--- src/rtl/hedios_packet_tx.sv ---
// HEDIOS packet transmitter: queues command+payload packets and serialises each as back-to-back UART bytes.
// Optional build macro HEDIOS_TX_CHECKSUM_EN appends an XOR checksum byte to every packet.
module hedios_packet_tx #(
   parameter int CLK_RATE   = 100_000_000,
   parameter int BAUD_RATE  = 1_000_000,
   parameter int DATA_BYTES = 4,
   parameter int FIFO_DEPTH = 8,
   parameter int STOP_BITS  = 1,
   parameter int GAP_BITS   = 1
) (
   input  logic                          clk,
   input  logic                          rst,
   input  logic [7:0]                    packet_command,
   input  logic [8*DATA_BYTES-1:0]       packet_data,
   input  logic                          push_packet,
   input  logic                          overflow_clr,
   output logic                          queue_full,
   output logic                          queue_empty,
   output logic [$clog2(FIFO_DEPTH):0]   queue_level,
   output logic                          overflow,
   output logic                          busy,
   output logic                          packet_done,
   output logic                          tx_line
);
   localparam int BIT_CYCLES = CLK_RATE / BAUD_RATE;
   localparam int EW         = 8 + 8*DATA_BYTES;
`ifdef HEDIOS_TX_CHECKSUM_EN
   localparam int NBYTES     = DATA_BYTES + 2;
`else
   localparam int NBYTES     = DATA_BYTES + 1;
`endif
   localparam int PW         = 8*NBYTES;
   localparam int FRAME_BITS = 9 + STOP_BITS;
   localparam int GAP_CYCLES = GAP_BITS * BIT_CYCLES;
   localparam int GAP_LAST   = (GAP_CYCLES > 0) ? GAP_CYCLES - 1 : 0;
   localparam int AW         = $clog2(FIFO_DEPTH);
   localparam int BCW        = $clog2(BIT_CYCLES);
   localparam int FBW        = $clog2(FRAME_BITS);
   localparam int NBW        = $clog2(NBYTES);
   localparam int GCW        = $clog2(GAP_CYCLES + 2);

   typedef enum logic [1:0] {IDLE, SEND, GAP} state_t;
   state_t state, state_next;

   logic [EW-1:0]  mem [FIFO_DEPTH];
   logic [AW-1:0]  wr_ptr, rd_ptr;
   logic [AW:0]    count;
   logic           push_ok, pop;
   logic [EW-1:0]  head;
   logic [PW-1:0]  pkt_load, pkt_reg;
   logic [BCW-1:0] bit_cnt;
   logic [FBW-1:0] bit_idx;
   logic [NBW-1:0] byte_idx;
   logic [GCW-1:0] gap_cnt;
   logic           bit_end, frame_end, send_end, gap_end;
   logic [7:0]     cur_byte;
   logic [2:0]     data_sel;
   logic           line_comb, done_comb, done_s1;

   assign queue_full  = (count == (AW+1)'(FIFO_DEPTH));
   assign queue_empty = (count == '0);
   assign queue_level = count;
   assign push_ok     = push_packet && !queue_full;
   assign pop         = (state == IDLE) && !queue_empty;
   assign head        = mem[rd_ptr];

   always_ff @(posedge clk) begin
      if (push_ok) mem[wr_ptr] <= {packet_data, packet_command};
   end

   // A push against a full queue is dropped even when a pop frees a slot in the same cycle.
   always_ff @(posedge clk or posedge rst) begin
      if (rst) begin
         wr_ptr   <= '0;
         rd_ptr   <= '0;
         count    <= '0;
         overflow <= 1'b0;
      end else begin
         if (push_ok) wr_ptr <= wr_ptr + AW'(1);
         if (pop)     rd_ptr <= rd_ptr + AW'(1);
         if (push_ok && !pop)      count <= count + (AW+1)'(1);
         else if (!push_ok && pop) count <= count - (AW+1)'(1);
         if (push_packet && queue_full) overflow <= 1'b1;
         else if (overflow_clr)         overflow <= 1'b0;
      end
   end

`ifdef HEDIOS_TX_CHECKSUM_EN
   logic [7:0] chk;
   always_comb begin
      chk = head[7:0];
      for (int i = 1; i <= DATA_BYTES; i++) chk = chk ^ head[8*i +: 8];
   end
   assign pkt_load = {chk, head};
`else
   assign pkt_load = head;
`endif

   assign bit_end   = (bit_cnt == BCW'(BIT_CYCLES - 1));
   assign frame_end = bit_end && (bit_idx == FBW'(FRAME_BITS - 1));
   assign send_end  = frame_end && (byte_idx == NBW'(NBYTES - 1));
   assign gap_end   = (gap_cnt == GCW'(GAP_LAST));
   assign cur_byte  = pkt_reg[7:0];

   // The packet lives in its own shift register once popped; the low byte is always the one on the line.
   always_ff @(posedge clk or posedge rst) begin
      if (rst) begin
         pkt_reg  <= '0;
         bit_cnt  <= '0;
         bit_idx  <= '0;
         byte_idx <= '0;
         gap_cnt  <= '0;
      end else if (pop) begin
         pkt_reg  <= pkt_load;
         bit_cnt  <= '0;
         bit_idx  <= '0;
         byte_idx <= '0;
      end else if (state == SEND) begin
         gap_cnt <= '0;
         if (bit_end) begin
            bit_cnt <= '0;
            if (frame_end) begin
               bit_idx  <= '0;
               byte_idx <= byte_idx + NBW'(1);
               pkt_reg  <= {8'h00, pkt_reg[PW-1:8]};
            end else begin
               bit_idx <= bit_idx + FBW'(1);
            end
         end else begin
            bit_cnt <= bit_cnt + BCW'(1);
         end
      end else if (state == GAP) begin
         gap_cnt <= gap_cnt + GCW'(1);
      end
   end

   always_ff @(posedge clk or posedge rst) begin
      if (rst) state <= IDLE;
      else     state <= state_next;
   end

   always_comb begin
      state_next = state;
      case (state)
         IDLE:    if (!queue_empty) state_next = SEND;
         SEND:    if (send_end) state_next = (GAP_CYCLES == 0) ? IDLE : GAP;
         GAP:     if (gap_end) state_next = IDLE;
         default: state_next = IDLE;
      endcase
   end

   always_comb begin
      line_comb = 1'b1;
      done_comb = 1'b0;
      data_sel  = 3'(bit_idx - FBW'(1));
      if (state == SEND) begin
         if (bit_idx == '0)            line_comb = 1'b0;
         else if (bit_idx <= FBW'(8))  line_comb = cur_byte[data_sel];
         done_comb = send_end;
      end
   end

   // Outputs are registered; packet_done is delayed a second stage so it lands after the last stop bit.
   always_ff @(posedge clk or posedge rst) begin
      if (rst) begin
         tx_line     <= 1'b1;
         busy        <= 1'b0;
         done_s1     <= 1'b0;
         packet_done <= 1'b0;
      end else begin
         tx_line     <= line_comb;
         busy        <= (state != IDLE);
         done_s1     <= done_comb;
         packet_done <= done_s1;
      end
   end
endmodule

--- config.mk ---
export PLATFORM = sky130hd
export DESIGN_NAME = hedios_packet_tx
export DESIGN_NICKNAME = d
export VERILOG_FILES = /design/src/rtl/hedios_packet_tx.sv
export SDC_FILE = /design/constraint.sdc
export NUM_CORES = 1
export LEC_CHECK = 0
export CORE_ASPECT_RATIO = 0.8
export CORE_MARGIN = 1.5
export CORE_UTILIZATION = 35
export CTS_BUF_LIST = sky130_fd_sc_hd__clkbuf_4 sky130_fd_sc_hd__clkbuf_8
export DETAILED_ROUTE_END_ITERATION = 12
export PLACE_DENSITY = 0.48
export SLEW_MARGIN = 0
export SYNTH_ARGS = -nofsm -noshare
export SYNTH_HDL_FRONTEND = slang
export SYNTH_SLANG_ARGS = --single-unit
export TNS_END_PERCENT = 20
--- constraint.sdc ---
create_clock -name clk -period 4.7 [get_ports clk]
set_clock_uncertainty 0.05 [all_clocks]
set_input_delay 0.94 -clock clk [delete_from_list [all_inputs] [get_ports clk]]
set_output_delay 0.94 -clock clk [all_outputs]
set_load 0.02 [all_outputs]
==> flow_metrics.tcl <==
set metrics [dict create \
    outcome "complete, no violations" \
    routedWlPerCell_um 20.7 \
    grt_pass1_vias 8467 \
    ctsHoldBuffers 0 \
    maxCapViolations 0 \
    yosys_most_used_dff "edfxtp_1" \
    synthArstFlopShare_pct 19.6 \
    met3WireLength_um 1310 \
    drc_errors 0 \
    max_slew_margin_pct 38.1 \
    grt_overflow_total 0 \
    gp_congestion 0.720 \
    drt_iter0_markers 524 \
    initial_utilization_pct 35.6 \
    crit_slowest_cell "clkdlybuf4s50_1" \
    worstSetupPathType "reg2out" \
    place_area_um2 17200 \
    period_share_pct 70.5 \
    htreeDepth 3 \
    hold_viol 0 \
    dr_wl_met2_um 15500 \
    rsz0062_at_grt "false" \
    dp_hpwl_um 19000 \
    required_ns 3.71 \
    synth_top_area_cell "edfxtp_1" \
    setup-violations-final 0 \
    synth_top_cells_by_area "edfxtp_1, dfrtp_1, mux4_2" \
    highest_layer "met4" \
    ir_drop_uv 275 \
    largest_reg_flops 320 \
    cp-end-kind "output port" \
    fmax_mhz 302 \
    synth_seq_cells 398 \
    pre_cts_ws_ns 1.13 \
    fin_ws_ns 1.39 \
    grt_pass1_wl_um 52000 \
    die_h_um 193 \
    crit_chain "nor4_2, clkdlybuf4s50_1" \
    synth_cells 874 \
    clockRootBuffer "clkbuf_8" \
    ios 54 \
    path_delay_family "buffers and inverters" \
    crit_arrival_ns 2.32 \
    rows 69 \
    postCtsSetupRepairBufs 0 \
    syn_to_final_growth_pct 16.6 \
    dieWidth_um 241 \
    antenna_left 0 \
    period_minus_slack_ns 3.31 \
    yosys_warnings 0 \
    cts_max_path_buffers 3 \
    core_um2 44500 \
    wirelength_met1_um 16100 \
    drive_gt1_share_pct 22.7 \
    synth.top_cell.area_share_pct 60.7 \
    clk_pin_slew_worst_paths_ns 0.06 \
    cts_sinks 398 \
    num_vias 8004 \
    yosys.cell_count.top_type "edfxtp_1" \
    cts_made_buffers 66 \
    worst-slew-pin-transition_ns 0.929 \
    dp_cells 1505 \
    firstDrtPassIters 4 \
    synth_edf_count 320 \
    seq_area_frac_synth_pct 73.0 \
    antenna_found_initial 0 \
    timing.hold.ws_ns 0.309 \
    critPathMaxFanout 6 \
    worstSetupStartpointType "flip-flop" \
    via_per_inst 4.93 \
    p_per_area_nw_per_um2 595 \
    syn_area_um2 15800 \
    fin_nets 1032 \
    insertion_delay_ns 0.61 \
    fin_area_um2 18500 \
    cts_resized 0 \
    die_area_um2 46500 \
    synthTopCellsByCount "edfxtp_1, mux4_2, dfrtp_1" \
    cp.buffers_inverters 1 \
    cts_tree "built" \
    stdcell_count 1623 \
    wirelength_um 33600 \
    slew_viol_final 0 \
    grt_start_max_net_pins 56 \
    finalSetupTns_ns 0 \
    track_usage_pct 15.0 \
    power_leakage_uw 0.00628 \
    hp-class "reg2reg" \
    slowest_delay_ns 0.71 \
    syn_nets 936 \
    ys_types 55 \
    n_antenna_cell 0 \
    io_buffers 53 \
    postSynthAreaPerCell_um2 18.1 \
]
[stage by stage]
stage               utilization (%)  total power, uW
floorplan                         -             7130
global placement               38.5             8130
detailed placement             38.5             8150
CTS                            41.5            11200
global route                   41.5            11600
finish                         41.5            11000
[metal layers]
metal  global-route usage (%)  up-vias
li1                         -     3658
met3                     3.30       58
met2                     22.8      137
met4                     5.09        0
met1                     21.4     4151
met5                        0        -
[cell usage in the layout (no fill, tap or decap), types with 20 or more instances in the layout]
master	count
clkdlybuf4s50_1	53
nand2_1	74
nor2b_1	23
mux4_2	82
a21oi_1	26
clkbuf_8	72
clkbuf_4	30
mux2i_1	26
edfxtp_1	320
buf_4	20
dfrtp_1	74
[kinds of logic after synthesis]
kind of cell               count (synthesis)  share of synthesized area [%]
muxes                                    111                           13.5
AOI/OAI and AO/OA                        110                           4.49
DFF                                      398                           73.0
buffers and inverters                     62                           1.79
adders and majority gates                 18                           1.47
and+or+nand+nor                          162                           5.02
xor gates and xnor gates                  13                          0.719
[worst reg2reg max path, cell delays in order, from the launching register on]
cell	delay, ns
dfrtp_1	0.46
nor4b_1	0.53
nor2b_1	0.24
ha_1	0.27
inv_1	0.13
ha_1	0.25
a21o_1	0.17
a21oi_1	0.17
mux2i_1	0.23
xnor2_1	0.13
[report_power, final]
group          leakage (uW)  total [uW]  internal, uW  switching, uW
Clock              0.000695        3000          1650           1350
Sequential          0.00385        5040          4530            507
Combinational       0.00173        2950          1390           1560
Total               0.00628       11000          7570           3410
[cell type report]
type / instances / area (um^2)
fillers: 4034 / 26100
clock inverters: 16 / 88.8
clock buffers: 102 / 1220
well taps: 603 / 754
repair buffers: 75 / 721
flip-flops and latches: 398 / 11600
multi-input cells: 414 / 4060
inverters: 15 / 57.6
[final timing paths]
| kind | from | end | slack, ns | cells past startpoint |
|---|---|---|---|---|
| setup reg to reg | queue_level[0] | queue_level[3] | 2.00 | 9 |
| hold / removal | done_s1 | packet_done | 0.31 | 0 |
| min in group asynchronous | rst | wr_ptr[0] | 0.76 | 2 |
| hold reg to reg | done_s1 | packet_done | 0.31 | 0 |
| setup / recovery | queue_level[0] | queue_empty | 1.39 | 2 |
| max in group asynchronous | rst | tx_line | 2.95 | 3 |
Note: power is estimated with default switching activity, not from simulation.
